## src/rtl/curve_param_ctrl.sv

```systemverilog
// Curve parameter controller: shadow/active register sets with a vsync-aligned apply,
// timeout-forced apply, and a free-running vsync frame counter.
module curve_param_ctrl #(
  parameter logic [7:0]  LREF_D    = 8'd88,
  parameter logic [11:0] K_D       = 12'd587,
  parameter logic [11:0] PMAX_D    = 12'd587,
  parameter logic [11:0] ALPHA_H_D = 12'd561,
  parameter logic [7:0]  LB_D      = 8'd26,
  parameter logic [11:0] K2_D      = 12'd2040,
  parameter logic [3:0]  SMOOTH_D  = 4'd0,
  parameter logic [23:0] TIMEOUT   = 24'd2000000
) (
  input  logic        clk,
  input  logic        rst_n,
  input  logic        i_vs,
  input  logic        cfg_wr,
  input  logic [2:0]  cfg_addr,
  input  logic [15:0] cfg_wdata,
  input  logic        cfg_commit,
  output logic        cfg_ready,
  output logic        cfg_err,
  output logic [7:0]  lref_q,
  output logic [11:0] k_q,
  output logic [11:0] pmax_q,
  output logic [11:0] alpha_h_q,
  output logic [7:0]  lb_q,
  output logic [11:0] k2_q,
  output logic [3:0]  smooth_k,
  output logic        bypass,
  output logic        apply_pulse,
  output logic        timeout_flag,
  output logic [15:0] frame_cnt
);

  localparam int unsigned W_B8  = 8;
  localparam int unsigned W_B12 = 12;
  localparam int unsigned W_SM  = 4;
  localparam int unsigned W_TO  = 24;
  localparam int unsigned W_FC  = 16;

  typedef struct packed {
    logic [W_B8-1:0]  lref;
    logic [W_B12-1:0] k;
    logic [W_B12-1:0] pmax;
    logic [W_B12-1:0] alpha_h;
    logic [W_B8-1:0]  lb;
    logic [W_B12-1:0] k2;
    logic [W_SM-1:0]  smooth;
    logic             bypass;
  } param_set_t;

  localparam param_set_t DEF_SET = '{
    lref: LREF_D, k: K_D, pmax: PMAX_D, alpha_h: ALPHA_H_D,
    lb: LB_D, k2: K2_D, smooth: SMOOTH_D, bypass: 1'b0
  };

  typedef enum logic [1:0] {IDLE, PENDING, APPLY} state_t;

  state_t          state, state_nxt;
  param_set_t      shadow, shadow_nxt;
  param_set_t      active, active_nxt;
  logic            vs_q;
  logic            vs_rise_c;
  logic [W_TO-1:0] to_cnt, to_cnt_nxt;
  logic            forced, forced_nxt;
  logic            ready_nxt, err_nxt, pulse_nxt, flag_nxt;
  logic [W_FC-1:0] frame_nxt;

  assign vs_rise_c = i_vs & ~vs_q;

  // Next-state, shadow/active update and registered-output next values
  always_comb begin
    state_nxt  = state;
    shadow_nxt = shadow;
    active_nxt = active;
    to_cnt_nxt = to_cnt;
    forced_nxt = forced;
    err_nxt    = 1'b0;
    pulse_nxt  = 1'b0;
    flag_nxt   = timeout_flag;
    frame_nxt  = frame_cnt + W_FC'(vs_rise_c);

    case (state)
      IDLE: begin
        if (cfg_wr) begin
          case (cfg_addr)
            3'd0: shadow_nxt.lref    = W_B8'(cfg_wdata);
            3'd1: shadow_nxt.k       = W_B12'(cfg_wdata);
            3'd2: shadow_nxt.pmax    = W_B12'(cfg_wdata);
            3'd3: shadow_nxt.alpha_h = W_B12'(cfg_wdata);
            3'd4: shadow_nxt.lb      = W_B8'(cfg_wdata);
            3'd5: shadow_nxt.k2      = W_B12'(cfg_wdata);
            3'd6: shadow_nxt.smooth  = W_SM'(cfg_wdata);
            default: shadow_nxt.bypass = cfg_wdata[0];
          endcase
        end
        // An edge coincident with commit is not consumed: PENDING only sees later edges
        if (cfg_commit) begin
          state_nxt  = PENDING;
          to_cnt_nxt = '0;
          forced_nxt = 1'b0;
        end
      end
      PENDING: begin
        err_nxt = cfg_wr;
        if (vs_rise_c) begin
          state_nxt  = APPLY;
          forced_nxt = 1'b0;
        end else if (to_cnt == TIMEOUT - W_TO'(1)) begin
          state_nxt  = APPLY;
          forced_nxt = 1'b1;
          flag_nxt   = 1'b1;
        end else begin
          to_cnt_nxt = to_cnt + W_TO'(1);
        end
      end
      APPLY: begin
        err_nxt    = cfg_wr;
        active_nxt = shadow;
        pulse_nxt  = 1'b1;
        to_cnt_nxt = '0;
        if (!forced) flag_nxt = 1'b0;
        state_nxt  = IDLE;
      end
      default: state_nxt = IDLE;
    endcase

    ready_nxt = (state_nxt == IDLE);
  end

  // State and output registers
  always_ff @(posedge clk or negedge rst_n) begin
    if (!rst_n) begin
      state        <= IDLE;
      shadow       <= DEF_SET;
      active       <= DEF_SET;
      vs_q         <= 1'b0;
      to_cnt       <= '0;
      forced       <= 1'b0;
      cfg_ready    <= 1'b1;
      cfg_err      <= 1'b0;
      apply_pulse  <= 1'b0;
      timeout_flag <= 1'b0;
      frame_cnt    <= '0;
    end else begin
      state        <= state_nxt;
      shadow       <= shadow_nxt;
      active       <= active_nxt;
      vs_q         <= i_vs;
      to_cnt       <= to_cnt_nxt;
      forced       <= forced_nxt;
      cfg_ready    <= ready_nxt;
      cfg_err      <= err_nxt;
      apply_pulse  <= pulse_nxt;
      timeout_flag <= flag_nxt;
      frame_cnt    <= frame_nxt;
    end
  end

  assign lref_q    = active.lref;
  assign k_q       = active.k;
  assign pmax_q    = active.pmax;
  assign alpha_h_q = active.alpha_h;
  assign lb_q      = active.lb;
  assign k2_q      = active.k2;
  assign smooth_k  = active.smooth;
  assign bypass    = active.bypass;

endmodule

```

## config.mk

```make
export PLATFORM = sky130hd
export DESIGN_NAME = curve_param_ctrl
export DESIGN_NICKNAME = d
export VERILOG_FILES = /design/src/rtl/curve_param_ctrl.sv
export SDC_FILE = /design/constraint.sdc
export NUM_CORES = 1
export LEC_CHECK = 0
export ABC_AREA = 0
export ABC_CLOCK_PERIOD_IN_PS = 5700
export BUFFER_PORTS_ARGS = -buffer_cell sky130_fd_sc_hd__buf_2
export CAP_MARGIN = 20
export CORE_UTILIZATION = 50
export CTS_BUF_LIST = sky130_fd_sc_hd__clkbuf_4 sky130_fd_sc_hd__clkbuf_8
export CTS_CLUSTER_DIAMETER = 60
export DETAILED_ROUTE_END_ITERATION = 8
export GPL_TIMING_DRIVEN = 0
export PLACE_DENSITY = 0.8
export SYNTH_ARGS = -nofsm -noshare
export SYNTH_HDL_FRONTEND = slang
export SYNTH_SLANG_ARGS = --single-unit
```

## constraint.sdc

```tcl
create_clock -name clk -period 5.7 [get_ports clk]
set_clock_uncertainty 0.15 [all_clocks]
set_input_delay 0.57 -clock clk [delete_from_list [all_inputs] [get_ports clk]]
set_output_delay 0.57 -clock clk [all_outputs]
set_load 0.03 [all_outputs]
```

==> metrics.txt <==
core area=~15000 µm²; P_leak=0.00404 µW; startpoint types=flip-flop; setup slack after layout=about 3 ns; worst reg2reg path endpoint=to_cnt[12]; Max Cap Viol=0; fmax=around 0.37 GHz; GP Congestion=between 0.8 and 0.9; Post-Syn Area=between 7000 and 8000 µm²; status=complete, no violations; critical path startpoint=state[1]; leading cell types in the layout, fill and taps excluded=mux2_2, dfrtp_1, buf_2; Crit-path slowest cell=a21boi_2; DR pass1 iterations=6; Detailed Place HPWL=roughly 12 mm; Critical Path, Cell by Cell=inv_1 > ha_1 > inv_2 > nor4_4 > a21boi_2 > buf_4 > a31oi_1 > a31oi_1; Antenna Cells=0; Crit. End Element=flip-flop; Initial Util=between 50 and 60%; synth unique cells=slightly above 50; total wire length=around 17 mm; Tcrit/Tclk final=between 40% and 50%; type of the most critical hold path=primary input to flip-flop; share of layout cells above drive strength 1=slightly above 50%; die width=~130 µm; most common cell after layout, fill and taps aside=mux2_2; Worst Path Required=5.92 ns; dpl cells=~850; Setup WS pre-CTS=around 3.1 ns; vias in the first global route=5122; Worst Setup EP=to_cnt[12]; Die ar.=~16000 µm²; wire per inst=approximately 19 µm; ys flop type=dfrtp_1; die height=approximately 130 µm; worst slew pin tran=between 0.8 and 0.9 ns; hold violation total from the final report=0; IO Count=between 100 and 150; Layout area overhead=16.0%; clock slew at reported path FFs=approximately 0.090 ns; Slew Limit Fails=0; Most Frequent Cell on Critical Path=a31oi_1; arrival time of the worst setup path=2.89 ns; Root Driver=clkbuf_8; Non-Filler Instances=a little under 900; FF-to-FF setup slack=around 3.0 ns; Port Buffers=roughly 110; Rel. slew slack=46.3%; first-pass GRT wire length=27.1 mm; cell family with most CP delay=compound AO/OA/AOI/OAI gates; DR DRC count=0; number of synthesized flops with an enable pin=0; CTS H-Tree Depth=4; Synth Register Bits=about 190; peak supply drop=approximately 330 µV; Worst-Skew Late Latency=between 0.4 and 0.5 ns; r2r worst-path depth=8; post-synthesis sequential area ratio=a little over 60%; Post CTS Setup Buffer Count=0; post-CTS sizing=0; Post-DRT Antenna Nets=0; largest net degree at the start of global routing=between 100 and 150; CP Class=flip-flop to flip-flop; num rows=between 40 and 50; initial antenna violation count=0; DR iter-0 viols=300; unrepaired setup endpoints after global routing=false; Via density=roughly 5.7; Yosys warning count=0; Stages on worst setup path=8; CP max FO=10; mean cell area of the mapped netlist=14.1 µm²; Clock Sinks=roughly 190; Synth Net Count=approximately 600; pwr/cell area=roughly 560 nW/µm²; Post-CTS Hold Buffers=1; Num CTS Buffers=17; GRT Overall Usage=22.1%; Bufs and invs on worst path=3; CP max stage delay=around 0.44 ns; CTS tree=done; final-stage net count=712; Async S/R FF share, synth=between 90% and 100%; synthesized netlist cell count=~550; vias=~5000; TNS Setup=0 ns; grt total ovfl=0; fin crit period=2.67 ns; Final Setup Violations=0; clock buffer depth=2; worst r2r src=state[1]
-- power by group --
part | internal, µW | total, µW | leakage [µW] | switching [µW]
registers | 1980 | 2260 | 0.00224 | 284
logic | 750 | 1870 | 0.00159 | 1120
clock network | 426 | 909 | 0.000213 | 483
total | 3160 | 5040 | 0.00404 | 1890
-- how the worst min path moves through the flow --
stage | cells after the start | startpoint | end | slack, ns
final | 1 | i_vs | vs_q | 0.08
after global placement | 1 | frame_cnt[15] | frame_cnt[15] | 0.30
after global routing | 1 | i_vs | vs_q | 0.06
after CTS | 1 | i_vs | vs_q | 0.05
after floorplan | 0 | rst_n | alpha_h_q[10] | 0.12
after detailed placement | 1 | frame_cnt[15] | frame_cnt[15] | 0.31
-- synthesized netlist by cell type, types with 4 or more instances --
cell type | number | area [µm²]
mux2_2 | 139 | 1570
a21oi_1 | 14 | 70.1
ha_1 | 7 | 87.6
and2_1 | 6 | 37.5
xor2_1 | 5 | 43.8
clkbuf_1 | 16 | 60.1
nand2b_1 | 4 | 25.0
nand4_1 | 9 | 56.3
dfrtp_1 | 129 | 3230
nor3_1 | 4 | 20.0
inv_1 | 6 | 22.5
o21ai_1 | 11 | 55.1
or3_1 | 4 | 25.0
a31oi_1 | 12 | 75.1
xnor2_1 | 9 | 78.8
nor2_1 | 17 | 63.8
nand3_1 | 15 | 75.1
nor4_4 | 4 | 85.1
o21ai_0 | 11 | 55.1
nand2_1 | 20 | 75.1
dfstp_2 | 57 | 1500
o31ai_1 | 7 | 52.6
and3_1 | 5 | 31.3
-- registers in the layout, indices dropped and copies added, names as in the netlist --
register,flops
k_q,12
forced,1
lref_q,8
timeout_flag,1
to_cnt,24
shadow,69
lb_q,8
vs_q,1
frame_cnt,16
cfg_ready,1
alpha_h_q,12
state,2
cfg_err,1
bypass,1
pmax_q,12
k2_q,12
apply_pulse,1
smooth_k,4
-- per-layer routing --
metal	global-route usage [%]	part of all wire, %
met5	0	0
met4	6.79	1.7
met3	6.83	6.8
met2	37.2	50
met1	27.4	41
-- final cells by class --
cell class | instances | area [µm²]
buffer | 22 | 105
clock buffer | 19 | 262
clock inverter | 13 | 158
fill | 1210 | 6190
inverter | 7 | 26.3
multi-input combinational | 337 | 2910
sequential | 186 | 4730
tap | 188 | 235
timing repair buffer | 110 | 588
-- stage by stage --
stage | hold WS (ns) | instance area [µm²] | util, % | total power [µW]
detailed placement | 0.312 | 8580 | 56.5 | 4170
floorplan | 0.124 | 7770 | - | 3580
finish | 0.0791 | 9010 | 59.3 | 5040
global route | 0.0573 | 9010 | 59.3 | 5310
CTS | 0.0523 | 9010 | 59.3 | 5080
global placement | 0.305 | 8550 | 56.2 | 4060
-- cells by family (layout without fill, tap and decap cells) --
family          Yosys count  after routing  share of synthesized area (%)
mux                     139            139                           20.1
compound gates           71             71                           5.99
simple gates            106            106                           8.66
xor+xnor                 14             14                           1.58
flops                   186            186                           60.8
buf+inv                  29            171                           1.69
fa+ha+maj                 7              7                           1.13
(Power assumes the default switching activity.)
